--- src/rtl/vga_mode_monitor.sv ---
// rtl/vga_mode_monitor.sv - VGA timing checker: lock detection, sticky errors, per-frame pixel signature.
// Define VGA_MONITOR_CRC_EN for a CRC-32 signature instead of the additive checksum.
module vga_mode_monitor #(
  parameter int FW = 13,
  parameter int LW = 11
) (
  input  logic          i_clk,
  input  logic          i_reset,
  input  logic          i_vga_hsync,
  input  logic          i_vga_vsync,
  input  logic [7:0]    i_vga_red,
  input  logic [7:0]    i_vga_grn,
  input  logic [7:0]    i_vga_blu,
  input  logic [FW-1:0] i_hm_width,
  input  logic [FW-1:0] i_hm_porch,
  input  logic [FW-1:0] i_hm_synch,
  input  logic [FW-1:0] i_hm_raw,
  input  logic [LW-1:0] i_vm_height,
  input  logic [LW-1:0] i_vm_porch,
  input  logic [LW-1:0] i_vm_synch,
  input  logic [LW-1:0] i_vm_raw,
  output logic          o_locked,
  output logic [4:0]    o_err,
  output logic [31:0]   o_frame_sum,
  output logic          o_frame_stb
);

  typedef enum logic [1:0] {S_SEARCH, S_MEASURE, S_LOCKED} state_t;

  localparam logic [FW-1:0] H_ONE = 1;
  localparam logic [LW-1:0] V_ONE = 1;

`ifdef VGA_MONITOR_CRC_EN
  localparam logic [31:0] SIG_INIT = 32'hFFFF_FFFF;

  function automatic logic [31:0] f_sig(input logic [31:0] acc, input logic [23:0] pix);
    logic [31:0] c;
    c = acc;
    for (int i = 23; i >= 0; i--)
      c = {c[30:0], 1'b0} ^ ((c[31] ^ pix[i]) ? 32'h04C1_1DB7 : 32'h0);
    return c;
  endfunction
`else
  localparam logic [31:0] SIG_INIT = 32'h0;

  function automatic logic [31:0] f_sig(input logic [31:0] acc, input logic [23:0] pix);
    return acc + {8'h0, pix};
  endfunction
`endif

  state_t        r_state, w_state_nxt;
  logic          r_match, w_match_nxt;
  logic [4:0]    r_err, w_err_nxt;
  logic          r_prev_hs, r_prev_vs;
  logic [FW-1:0] r_hpos, w_hpos;
  logic [LW-1:0] r_vpos, w_vpos;
  logic          r_vs_pend;
  logic [FW-1:0] r_hcnt, r_hsw;
  logic [LW-1:0] r_vcnt, r_vsw;
  logic [31:0]   r_acc, r_sum, w_acc_base;
  logic          r_stb;

  logic          w_hs_fall, w_hs_rise, w_vs_fall, w_vs_rise;
  logic          w_line_start, w_active, w_los;
  logic [4:0]    w_fail;
  logic [FW-1:0] w_hsw_exp;
  logic [LW-1:0] w_vsw_exp;
  logic [23:0]   w_pix;

  assign w_hs_fall = r_prev_hs & ~i_vga_hsync;
  assign w_hs_rise = ~r_prev_hs & i_vga_hsync;
  assign w_vs_fall = r_prev_vs & ~i_vga_vsync;
  assign w_vs_rise = ~r_prev_vs & i_vga_vsync;
  assign w_pix     = {i_vga_red, i_vga_grn, i_vga_blu};
  assign w_hsw_exp = i_hm_synch - i_hm_porch;
  assign w_vsw_exp = i_vm_synch - i_vm_porch;

  // Current-cycle position, so the pixel sampled now is judged against it
  always_comb begin
    w_hpos = '0;
    if (w_hs_fall)
      w_hpos = i_hm_porch;
    else if (r_hpos != i_hm_raw - H_ONE)
      w_hpos = r_hpos + H_ONE;
    w_line_start = (w_hpos == '0);
    w_vpos = r_vpos;
    if (w_line_start) begin
      if (w_vs_fall || r_vs_pend)
        w_vpos = i_vm_porch;
      else if (r_vpos == i_vm_raw - V_ONE)
        w_vpos = '0;
      else
        w_vpos = r_vpos + V_ONE;
    end
  end

  assign w_active = (w_hpos < i_hm_width) && (w_vpos < i_vm_height);
  assign w_los    = ~w_hs_fall && ({1'b0, r_hcnt} == {i_hm_raw, 1'b0});

  assign w_fail[0] = w_hs_fall && (r_hcnt != i_hm_raw);
  assign w_fail[1] = w_hs_rise && (r_hsw != w_hsw_exp);
  assign w_fail[2] = w_vs_fall && (r_vcnt != i_vm_raw);
  assign w_fail[3] = w_vs_rise && (r_vsw != w_vsw_exp);
  assign w_fail[4] = (|w_pix) && ((w_hpos >= i_hm_width) || (w_vpos >= i_vm_height));

  always_comb begin
    w_state_nxt = r_state;
    w_match_nxt = r_match;
    w_err_nxt   = r_err;
    case (r_state)
      S_SEARCH: begin
        w_match_nxt = 1'b0;
        if (w_vs_fall) begin
          w_state_nxt = S_MEASURE;
          w_match_nxt = 1'b1;
        end
      end
      S_MEASURE: begin
        if (|w_fail)
          w_match_nxt = 1'b0;
        if (w_vs_fall) begin
          if (r_match && ~|w_fail)
            w_state_nxt = S_LOCKED;
          else
            w_match_nxt = 1'b1;
        end
      end
      S_LOCKED: begin
        if (|w_fail) begin
          w_err_nxt   = r_err | w_fail;
          w_state_nxt = S_MEASURE;
          w_match_nxt = 1'b0;
        end
      end
      default: w_state_nxt = S_SEARCH;
    endcase
    if (w_los) begin
      w_state_nxt = S_SEARCH;
      w_match_nxt = 1'b0;
      if (r_state == S_LOCKED)
        w_err_nxt[4] = 1'b1;
    end
  end

  assign w_acc_base = w_vs_fall ? SIG_INIT : r_acc;

  always_ff @(posedge i_clk) begin
    if (i_reset) begin
      r_state   <= S_SEARCH;
      r_match   <= 1'b0;
      r_err     <= '0;
      r_prev_hs <= 1'b1;
      r_prev_vs <= 1'b1;
      r_hpos    <= '0;
      r_vpos    <= '0;
      r_vs_pend <= 1'b0;
      r_hcnt    <= '0;
      r_hsw     <= '0;
      r_vcnt    <= '0;
      r_vsw     <= '0;
      r_acc     <= SIG_INIT;
      r_sum     <= '0;
      r_stb     <= 1'b0;
    end else begin
      r_state   <= w_state_nxt;
      r_match   <= w_match_nxt;
      r_err     <= w_err_nxt;
      r_prev_hs <= i_vga_hsync;
      r_prev_vs <= i_vga_vsync;
      r_hpos    <= w_hpos;
      r_vpos    <= w_vpos;
      r_vs_pend <= w_line_start ? 1'b0 : (r_vs_pend | w_vs_fall);

      // Counters saturate so a dead input cannot wrap into a false match
      if (w_hs_fall)
        r_hcnt <= H_ONE;
      else if (r_hcnt != '1)
        r_hcnt <= r_hcnt + H_ONE;

      if (w_hs_fall)
        r_hsw <= H_ONE;
      else if (~i_vga_hsync && r_hsw != '1)
        r_hsw <= r_hsw + H_ONE;

      if (w_vs_fall)
        r_vcnt <= w_hs_fall ? V_ONE : '0;
      else if (w_hs_fall && r_vcnt != '1)
        r_vcnt <= r_vcnt + V_ONE;

      if (w_vs_fall)
        r_vsw <= w_hs_fall ? V_ONE : '0;
      else if (~i_vga_vsync && w_hs_fall && r_vsw != '1)
        r_vsw <= r_vsw + V_ONE;

      r_acc <= w_active ? f_sig(w_acc_base, w_pix) : w_acc_base;
      r_stb <= 1'b0;
      if (w_vs_fall && r_state == S_LOCKED) begin
        r_sum <= r_acc;
        r_stb <= 1'b1;
      end
    end
  end

  assign o_locked    = (r_state == S_LOCKED);
  assign o_err       = r_err;
  assign o_frame_sum = r_sum;
  assign o_frame_stb = r_stb;

endmodule

--- config.mk ---
export PLATFORM = sky130hd
export DESIGN_NAME = vga_mode_monitor
export DESIGN_NICKNAME = d
export VERILOG_FILES = /design/src/rtl/vga_mode_monitor.sv
export SDC_FILE = /design/constraint.sdc
export NUM_CORES = 1
export LEC_CHECK = 0
export CORE_UTILIZATION = 40
export CTS_CLUSTER_DIAMETER = 200
export CTS_CLUSTER_SIZE = 10
export DETAILED_ROUTE_END_ITERATION = 12
export GPL_TIMING_DRIVEN = 0
export PLACE_DENSITY = 0.72
export REMOVE_ABC_BUFFERS = 1
export SLEW_MARGIN = 25
export SYNTH_ARGS = -nofsm -noshare
export SYNTH_HDL_FRONTEND = slang
export SYNTH_SLANG_ARGS = --single-unit
--- constraint.sdc ---
create_clock -name i_clk -period 6.3 [get_ports i_clk]
set_input_delay 1.26 -clock i_clk [delete_from_list [all_inputs] [get_ports i_clk]]
set_output_delay 1.26 -clock i_clk [all_outputs]
set_load 0.01 [all_outputs]
### After elaboration in Yosys (flattened, before gate mapping)

Index checks and enable logic that the tools add are counted.

| word-level totals | value |
|---|---|
| register bits after elaboration | 148 |
| output and inout port bits | 39 |
| word-level logic and storage cells | 122 |

| operators by class | value |
|---|---|
| $add $sub $neg | 11 |
| bitwise gates (word level) | 11 |
| equality and inequality tests | 17 |
| $lt $le $gt $ge | 4 |
| reductions and logical operators | 30 |
| mux-type cells | 31 |

Operators by type and width:

| operator | count |
|---|---|
| $mux W11 | 7 |
| $mux W32 | 2 |
| $add A13 B1 Y13 const B | 3 |
| $ne A13 B13 Y1 | 3 |
| $add A11 B1 Y11 const B | 3 |
| $add A32 B24 Y32 | 1 |
| $mux W13 | 2 |
| $ne A13 B13 Y1 const B | 2 |
| $reduce_or A24 Y1 | 1 |
| $ne A11 B11 Y1 | 2 |
| $ne A11 B11 Y1 const B | 2 |
| $eq A13 B14 Y1 | 1 |
| $ge A13 B13 Y1 | 1 |
| $logic_and A1 B1 Y1 | 13 |
| $logic_not A13 Y1 | 1 |
| $lt A13 B13 Y1 | 1 |
| $sub A13 B1 Y13 const B | 1 |
| $sub A13 B13 Y13 | 1 |
| $mux W1 | 12 |
| $eq A11 B11 Y1 | 1 |
| $ge A11 B11 Y1 | 1 |
| $lt A11 B11 Y1 | 1 |
| $sub A11 B1 Y11 const B | 1 |
| $sub A11 B11 Y11 | 1 |
| 21 further kinds | 40 |

### Logic depth before layout (Yosys ltp)

Gate-level depths: netlist of run 1.

| logic depth | value |
|---|---|
| word-level depth | 15 |
| mapped depth | 22 |
| gate-level depth less buffers | 21 |

### Worst setup path after synthesis of run 1

No wires, ideal clock.

| timing path | value |
|---|---|
| path kind | input port to flip-flop |
| start | in i_hm_raw[0] |
| end | reg r_acc[31] |
| library setup time | 0.070 ns |
| slack | 0.538 ns |
| buffers on the path | 2 |
| stages on the path | 22 |
| data arrival time | 5.692 ns |
| path through | clkbuf_1 inv_1 ha_1 or3b_4 a211o_1 a2111oi_2 nand4b_1 nor3b_2 a32oi_2 buf_6 or2_1 nand2_1 ha_1 a21oi_1 nor2_1 a211o_1 o21bai_1 nand3_1 nor2_1 nand3_1 or4_1 a21oi_1 |

| between the ends | value |
|---|---|
| word-level cells in the longest chain between the ends | 9 |
| elaborated cells between the ends (all ways) | 10 |
| those cells by class | 1 x add/sub; 2 x order compare; 1 x eq/ne; 4 x mux; 2 x reduce/logical |

RTL lines:

| what | line | RTL |
|---|---|---|
| start: declaration | 17 | `input logic [FW-1:0] i_hm_raw,` |
| $sub A13 B1 Y13 | 83 | `else if (r_hpos != i_hm_raw - H_ONE)` |
| $ne A13 B13 Y1 | 83 |  |
| $mux W13 | 83 |  |
| $mux W13 | 81 | `if (w_hs_fall)` |
| $logic_not A13 Y1 | 85 | `w_line_start = (w_hpos == '0);` |
| $mux W11 | 87 | `if (w_line_start) begin` |
| net w_vpos[4] | 56 | `logic [LW-1:0] r_vpos, w_vpos;` |
| $lt A11 B11 Y1 | 97 | `assign w_active = (w_hpos < i_hm_width) && (w_vpos < i_vm_height);` |
| $logic_and A1 B1 Y1 | 97 |  |
| $mux W32 | 195 | `r_acc <= w_active ? f_sig(w_acc_base, w_pix) : w_acc_base;` |
| end signal: assignment | 195 |  |
| end: declaration | 60 | `logic [31:0] r_acc, r_sum, w_acc_base;` |

The timed path passes the listed nets, and every way through them passes these cells.
A chain may end at the register's enable or synchronous reset.

### Final worst setup path of run 1

| timing path | value |
|---|---|
| start | in i_hm_raw[3] |
| end | reg r_acc[31] |

The elaborated chain is that of the path after synthesis.

==> flow_summary.toml, run 1 <==
[status]
outcome = "completed"

[clock_network]
ctsHoldBuffers = 0
clock-sinks = 148
htreeDepth = 4
insertion_delay_ns = 0.43
clock-root-buffer = "clkbuf_16"
numCtsBuffers = 17
clock_path_buffers = 2
clk_transition_reported_paths_ns = 0.07
cts_tree = "yes"

[yosys]
synth_area_leaders = "dfxtp_1 (27%), ha_1 (9.4%), xor2_1 (6.9%)"
synth_top_area_share_pct = 27.0
synth.largest_area_cell = "dfxtp_1"
synth_cell_types = 79
synth_xor_area_share_pct = 13.4
synthSimpleGateAreaFrac_pct = 24.2
synthCells = 1409
netlist_area_sq_mm = 0.0110
synth_top_family_by_area = "simple AND/OR/NAND/NOR gates"
ys.flop_type = "dfxtp_1"
yosys_warnings = 0
synth_compound_area_share_pct = 19.1
async_flop_share_pct = 0
synth_edf_count = 0
synth_area_per_cell_sq_um = 7.79
ys_ff_latch = 148
synth_fa_ha_area_share_pct = 9.90
synth_mux_area_share_pct = 1.11
yosysSeqAreaShare_pct = 27.0

[grt]
track_usage_pct = 22.5
grt_max_degree = 52
grt_pass1_vias = 10400
antenna_found_initial = 0
overflow = 0
grt_pass1_wl_um = 51000

[floorplanning]
die_w_um = 168
dieArea_sq_mm = 0.0281
rows = 60
die_h_um = 168
core_area_sq_mm = 0.0270
ios = 163
initial_utilization_pct = 40.7

[timing]
fin_crit_sh_pct = 95.5
drv_slew = 0
skew_ns = 0.0156
setup_viol = 0
hold_slack_ns = 0.452
finalHoldViolCount = 0
layout_min_cycle_time_ns = 6.01
fmax_ghz = 0.166
worstMarginPinSlew_ns = 0.983
slew_headroom_pct = 33.9
setup_ws_ns = 0.286

[hold_path]
hold_depth = 2
whs_endpoint = "o_frame_sum[3]"
hp-class = "flop to flop"
hold_start = "r_acc[3]"

[setup_path]
path_delay_family = "simple AND/OR/NAND/NOR gates"
reg2reg_slack_ns = 1.00
critPathMaxStageDelay_ns = 0.59
worstPathArrival_ns = 6.35
end_kind = "flop"
slowest_stage = "clkdlybuf4s50_1"
critPathLaunchType = "input pin"
required_ns = 6.64
rr_endpoint = "r_acc[31]"
reg2reg_from = "r_hpos[2]"
critical_path_class = "input pin to flop"
rr_worst_depth = 19
critical_path.max_fanout = 31
cp_cell_sequence = "clkdlybuf4s50_1 > or3b_4 > a211o_1 > a2111oi_4 > nand4b_1 > nor3b_4 > buf_4 > a32oi_2 > o21ai_1 > o21ai_1 > ha_1 > nand2_1 > nor2_1 > a211o_1 > o21bai_4 > nand3_4 > buf_16 > nor2_4 > nand3_1 > or4_1 > a21oi_1"
path_buf_inv = 3

[detailed_routing]
first_iter_violations = 633
drc = 0
vias_per_cell = 5.56
wl_per_cell_um = 16.6
wl_um = 31500
drt_pre_antenna_iters = 5
postRouteAntennaNets = 0
via_count = 10500

[placed_design]
dp_hpwl_um = 23900
port_buffers = 162
place_congestion = 0.908
pre_cts_ws_ns = -1.40

[layout]
syn_to_final_growth_pct = 24.9
drive_gt1_share_pct = 5.15
final_nets = 1750
diodes = 0

[pwr]
power_leakage_nw = 5.44
ir_drop_v = 0.000172
powerDensity_mw_per_mm2 = 206

[run]
maxCapViolCount = 0
-- report_power, final --
| group | switching (W) | internal, W | total (W) | leakage, nW |
|---|---|---|---|---|
| logic | 0.000402 | 0.000340 | 0.000743 | 3.94 |
| clock network | 0.000465 | 0.000606 | 0.00107 | 0.295 |
| registers | 0.0000327 | 0.000979 | 0.00101 | 1.20 |
| total | 0.000900 | 0.00192 | 0.00283 | 5.44 |
-- per-stage QoR --
step | TNS (ns) | cells | total power, W | cell area [sq um] | util, %
after detailed placement | -24.60 | 1854 | 0.00175 | 12900 | 47.8
after CTS | 0 | 1891 | 0.00284 | 13600 | 50.6
after global routing | -0.0124 | 1895 | 0.00299 | 13700 | 50.8
final | 0 | 1895 | 0.00283 | 13700 | 50.8
after floorplan | -2.48 | 1346 | 0.00151 | 10700 | -
after global placement | -84.06 | 1849 | 0.00173 | 12700 | 47.3
-- placed cells by master, fill, tap and decap left out, drive strengths merged, types with 14 or more instances in the layout --
| cell | netlist | routed |
|---|---|---|
| clkdlybuf4s50 | 0 | 158 |
| nor2 | 128 | 128 |
| dfxtp | 148 | 148 |
| and2 | 48 | 48 |
| and3 | 16 | 16 |
| o21a | 15 | 15 |
| clkbuf | 46 | 18 |
| ha | 82 | 82 |
| a21o | 25 | 25 |
| nand2 | 120 | 120 |
| nor4 | 26 | 26 |
| nand3 | 41 | 41 |
| xnor2 | 81 | 81 |
| o21ai | 58 | 58 |
| a21oi | 128 | 128 |
| inv | 80 | 87 |
| nand4 | 40 | 40 |
| xor2 | 87 | 87 |
| nor3 | 32 | 32 |
| nor2b | 14 | 14 |
-- tightest hold or removal path: stages, from the launching register on --
cell     delay (ns)
dfxtp_1        0.31
nand2_1        0.05
a21oi_1        0.05
-- worst max-delay path by stage --
stage | depth (start not counted) | startpoint | slack [ns] | to
after floorplan | 17 | i_vm_raw[1] | -0.58 | r_acc[31]
after global placement | 20 | i_hm_raw[0] | -2.65 | r_acc[31]
after detailed placement | 20 | i_vga_hsync | -1.40 | r_acc[31]
after CTS | 22 | i_hm_raw[1] | 0.07 | r_acc[31]
after global routing | 23 | i_hm_raw[0] | -0.01 | r_acc[31]
final | 21 | i_hm_raw[3] | 0.29 | r_acc[31]
-- timing repair --
action,4_1_cts,5_1_grt
pin swaps,4,4
gates cloned,1,1
endpoints found under the setup margin,30,7
gates resized for setup,14,6
setup buffers,4,3
-- Yosys cell counts, types with 12 or more instances --
library cell  number
dfxtp_1          148
nor2_1           128
a21oi_1          127
nand2_1          120
xor2_1            87
ha_1              82
xnor2_1           81
inv_1             80
and2_1            48
clkbuf_1          45
nand3_1           41
o21ai_0           41
nand4_1           40
nor3_1            31
nor4_1            26
a21o_1            25
and3_1            16
o21ai_1           16
o21a_1            15
nor2b_1           14
nor3b_1           12
-- cell families (layout without fill, tap and decap cells) --
| family | after synthesis | in the layout |
|---|---|---|
| xor+xnor | 168 | 168 |
| simple gates | 527 | 527 |
| compound gates | 326 | 328 |
| mux | 12 | 12 |
| fa+ha+maj | 85 | 85 |
| buf+inv | 143 | 286 |
| flops | 148 | 148 |
-- layout make-up --
cell class              instances  area, sq um
fillers                      2592        13200
multi-input cells            1120         7610
flip-flops and latches        148         2960
repair buffers                174         1790
clock buffers                  18          429
well taps                     341          427
inverters                      80          300
clock inverters                14          188
-- per-layer routing --
layer  GRT usage [%]  part of all wire (%)  vias up
met5               0                     0        -
met4            8.46                   2.7        0
met3            3.69                   5.4       55
met2            38.5                    46      286
met1            28.3                    46     4958
li1                -                     -     5245
-- flip-flops by register name, summed over array words and instances (netlist names), named ones only --
name,count
r_vcnt,11
r_state,2
r_hpos,13
r_hcnt,13
r_vsw,11
r_prev_hs,1
r_acc,32
r_vs_pend,1
o_frame_sum,32
r_hsw,13
r_vpos,11
o_err,4
r_match,1
o_frame_stb,1
r_prev_vs,1
Note: power is estimated with default switching activity, not from simulation.
==> run 2: changes to the inputs <==
--- a/config.mk
+++ b/config.mk
@@ -5,6 +5,7 @@
 export SDC_FILE = /design/constraint.sdc
 export NUM_CORES = 1
 export LEC_CHECK = 0
+export ABC_CLOCK_PERIOD_IN_PS = 6300
 export CORE_UTILIZATION = 40
 export CTS_CLUSTER_DIAMETER = 200
 export CTS_CLUSTER_SIZE = 10
==> results of run 2 <==
Final layout, timing and power as in run 1 (identical DEF).
==> run 3: changes to the inputs <==
--- a/config.mk
+++ b/config.mk
@@ -5,13 +5,14 @@
 export SDC_FILE = /design/constraint.sdc
 export NUM_CORES = 1
 export LEC_CHECK = 0
+export ABC_AREA = 1
 export ABC_CLOCK_PERIOD_IN_PS = 6300
 export CORE_UTILIZATION = 40
 export CTS_CLUSTER_DIAMETER = 200
 export CTS_CLUSTER_SIZE = 10
 export DETAILED_ROUTE_END_ITERATION = 12
 export GPL_TIMING_DRIVEN = 0
-export PLACE_DENSITY = 0.72
+export PLACE_DENSITY = 0.71
 export REMOVE_ABC_BUFFERS = 1
 export SLEW_MARGIN = 25
 export SYNTH_ARGS = -nofsm -noshare
==> run 3 against run 2 <==
Against the previous run: wire length rose by 7.0%; via count rose by 14%; die area rose by 7.4%; largest cell class unchanged; clock skew fell by 0.0012 ns; total power rose by 6.5%; design area rose by 5.5%; highest routed layer is now met5; sequential power barely moved; maximum frequency rose by 4.0%; register-to-register slack improved by 0.61 ns; non-clock buffer count fell by 1; critical path depth rose by 10; first-iteration DRC count rose by 20%.
==> flow_summary.toml, run 3 <==
[timing]
setup_viol = 0
fin_tns_setup_ns = 0
rsz0062_at_grt = "no"
setup_ws_ns = 0.517
skew_ns = 0.0143
finalHoldViolCount = 0
fmax_ghz = 0.173
layout_min_cycle_time_ns = 5.78
hold_slack_ns = 0.462
drv_slew = 0
worstMarginPinSlew_ns = 0.881
fin_crit_sh_pct = 91.8
slew_headroom_pct = 41.0

[grt]
overflow = 0
grt_max_degree = 45
grt_pass1_vias = 11700
track_usage_pct = 22.3
antenna_found_initial = 1
grt_pass1_wl_um = 55100

[layout]
final_util_pct = 50.1
syn_to_final_growth_pct = 22.7
final_common_cell = "nand2_1"
fin_area_sq_mm = 0.0145
diodes = 0
drive_gt1_share_pct = 4.81
final_nets = 2192
final_cell_mix = "nand2_1 (394), inv_1 (272), nor2_1 (218)"

[placed_design]
port_buffers = 162
place_congestion = 0.907
pre_cts_ws_ns = -0.541
dp_hpwl_um = 26500
dpl_cell_area_sq_mm = 0.0138

[floorplanning]
dieArea_sq_mm = 0.0302
rows = 62
ios = 163
core_area_sq_mm = 0.0289
die_w_um = 174
die_h_um = 174
initial_utilization_pct = 40.8

[yosys]
synth_area_per_cell_sq_um = 6.41
yosysSeqAreaShare_pct = 25.1
synth.largest_area_cell = "dfxtp_1"
async_flop_share_pct = 0
synth_edf_count = 0
yosys.cell_count.top_type = "nand2_1"
synth_area_leaders = "dfxtp_1 (25%), nand2_1 (13%), ha_1 (8.7%)"
ys.flop_type = "dfxtp_1"
synth_cell_types = 56
synth_common_cells = "nand2_1 (396), inv_1 (273), nor2_1 (221)"
ys_ff_latch = 148
yosys_warnings = 0
synthCells = 1839
synth_top_area_share_pct = 25.1
netlist_area_sq_mm = 0.0118

[pwr]
power_leakage_nw = 6.65
ir_drop_v = 0.000170
power_frac_comb_pct = 31.5
internal_power_w = 0.00192
powerDensity_mw_per_mm2 = 208
power.switching_w = 0.00109
swShare_pct = 36.2
pwr-share-clk_pct = 33.8
pwr-share-seq_pct = 34.7

[setup_path]
critical_path_class = "input pin to flop"
critPathMostFrequentCell = "nand2_1"
required_ns = 6.69
slowest_stage = "clkdlybuf4s50_1"
end_kind = "flop"
critPathMaxStageDelay_ns = 0.61
worstPathArrival_ns = 6.17
critical_path.max_fanout = 34
critPathLaunchType = "input pin"

[detailed_routing]
postRouteAntennaNets = 0
vias_per_cell = 5.06
drc = 0
drt_pre_antenna_iters = 5
wl_um = 33700
first_iter_violations = 760
via_count = 12000
wl_per_cell_um = 14.2

[clock_network]
insertion_delay_ns = 0.44
htreeDepth = 4
clock-sinks = 148
clock-root-buffer = "clkbuf_16"
clock_path_buffers = 2
numCtsBuffers = 17
cts_tree = "yes"
clk_transition_reported_paths_ns = 0.07

[hold_path]
hp-class = "flop to flop"

[run]
maxCapViolCount = 0

[status]
outcome = "completed"
==> run 3: logic make-up (layout without fill, tap and decap cells) <==
family | count (synthesis) | after routing | synth area share [%]
compound gates | 296 | 296 | 14.0
simple gates | 875 | 875 | 32.5
xor+xnor | 110 | 110 | 8.47
buf+inv | 325 | 482 | 10.7
fa+ha+maj | 85 | 85 | 9.21
flops | 148 | 148 | 25.1
==> run 3: final timing paths <==
| path | endpoint | depth (start not counted) | slack [ns] | startpoint |
|---|---|---|---|---|
| max | r_acc[19] | 31 | 0.52 | i_hm_raw[1] |
| min | o_frame_sum[10] | 2 | 0.46 | o_frame_sum[10] |
| max reg2reg | r_acc[19] | 23 | 1.61 | r_prev_hs |
| min reg2reg | o_frame_sum[10] | 2 | 0.46 | o_frame_sum[10] |
==> run 3: worst max-delay path, delay by kind of cell <==
kind	cells	cell delay (ns)
AND/OR/NAND/NOR	17	2.46
AO/OA/AOI/OAI	4	0.45
adder cells (fa/ha/maj)	2	0.55
buffers and inverters	8	1.42
==> run 3: metrics by stage <==
| step | cells | power, W |
|---|---|---|
| 5_1_grt | 2380 | 0.00319 |
| 3_5_place_dp | 2341 | 0.00198 |
| 6_report | 2380 | 0.00301 |
| 3_3_place_gp | 2337 | 0.00195 |
| 2_1_floorplan | 1791 | 0.00167 |
| 4_1_cts | 2376 | 0.00301 |
==> run 3: what timing repair did <==
action / in CTS / in global routing
setup endpoints to repair: 2 / 29
resized for setup: 0 / 7
buffers inserted: 3 / 4
pin swaps: 1 / 2
hold buffers: 0 / 0
==> run 3: area by class of cell <==
cell class                 count  area, sq um
fill                        2892        14400
multi-input combinational   1366         7600
sequential                   148         2960
timing repair buffer         173         1790
inverter                     277         1040
tap                          384          480
clock buffer                  17          425
clock inverter                15          155
==> run 3: layer usage <==
layer | share of wire [%] | track usage [%] | vias up | wire length (um)
met5 | 0.039 | 0 | - | 13
met4 | 2.8 | 8.08 | 2 | 930
met3 | 5.2 | 3.57 | 56 | 1740
met2 | 48 | 39.6 | 299 | 16100
met1 | 44 | 27.2 | 5441 | 15000
li1 | - | - | 6248 | -
==> run 3: power groups by stage <==
stage | clock, W | sequential [W] | combinational, W
global route | 0.00107 | 0.00105 | 0.00106
detailed placement | 0 | 0.00106 | 0.000920
finish | 0.00102 | 0.00104 | 0.000948
CTS | 0.00103 | 0.00104 | 0.000934
global placement | 0 | 0.00106 | 0.000885
floorplan | 0 | 0.00105 | 0.000616
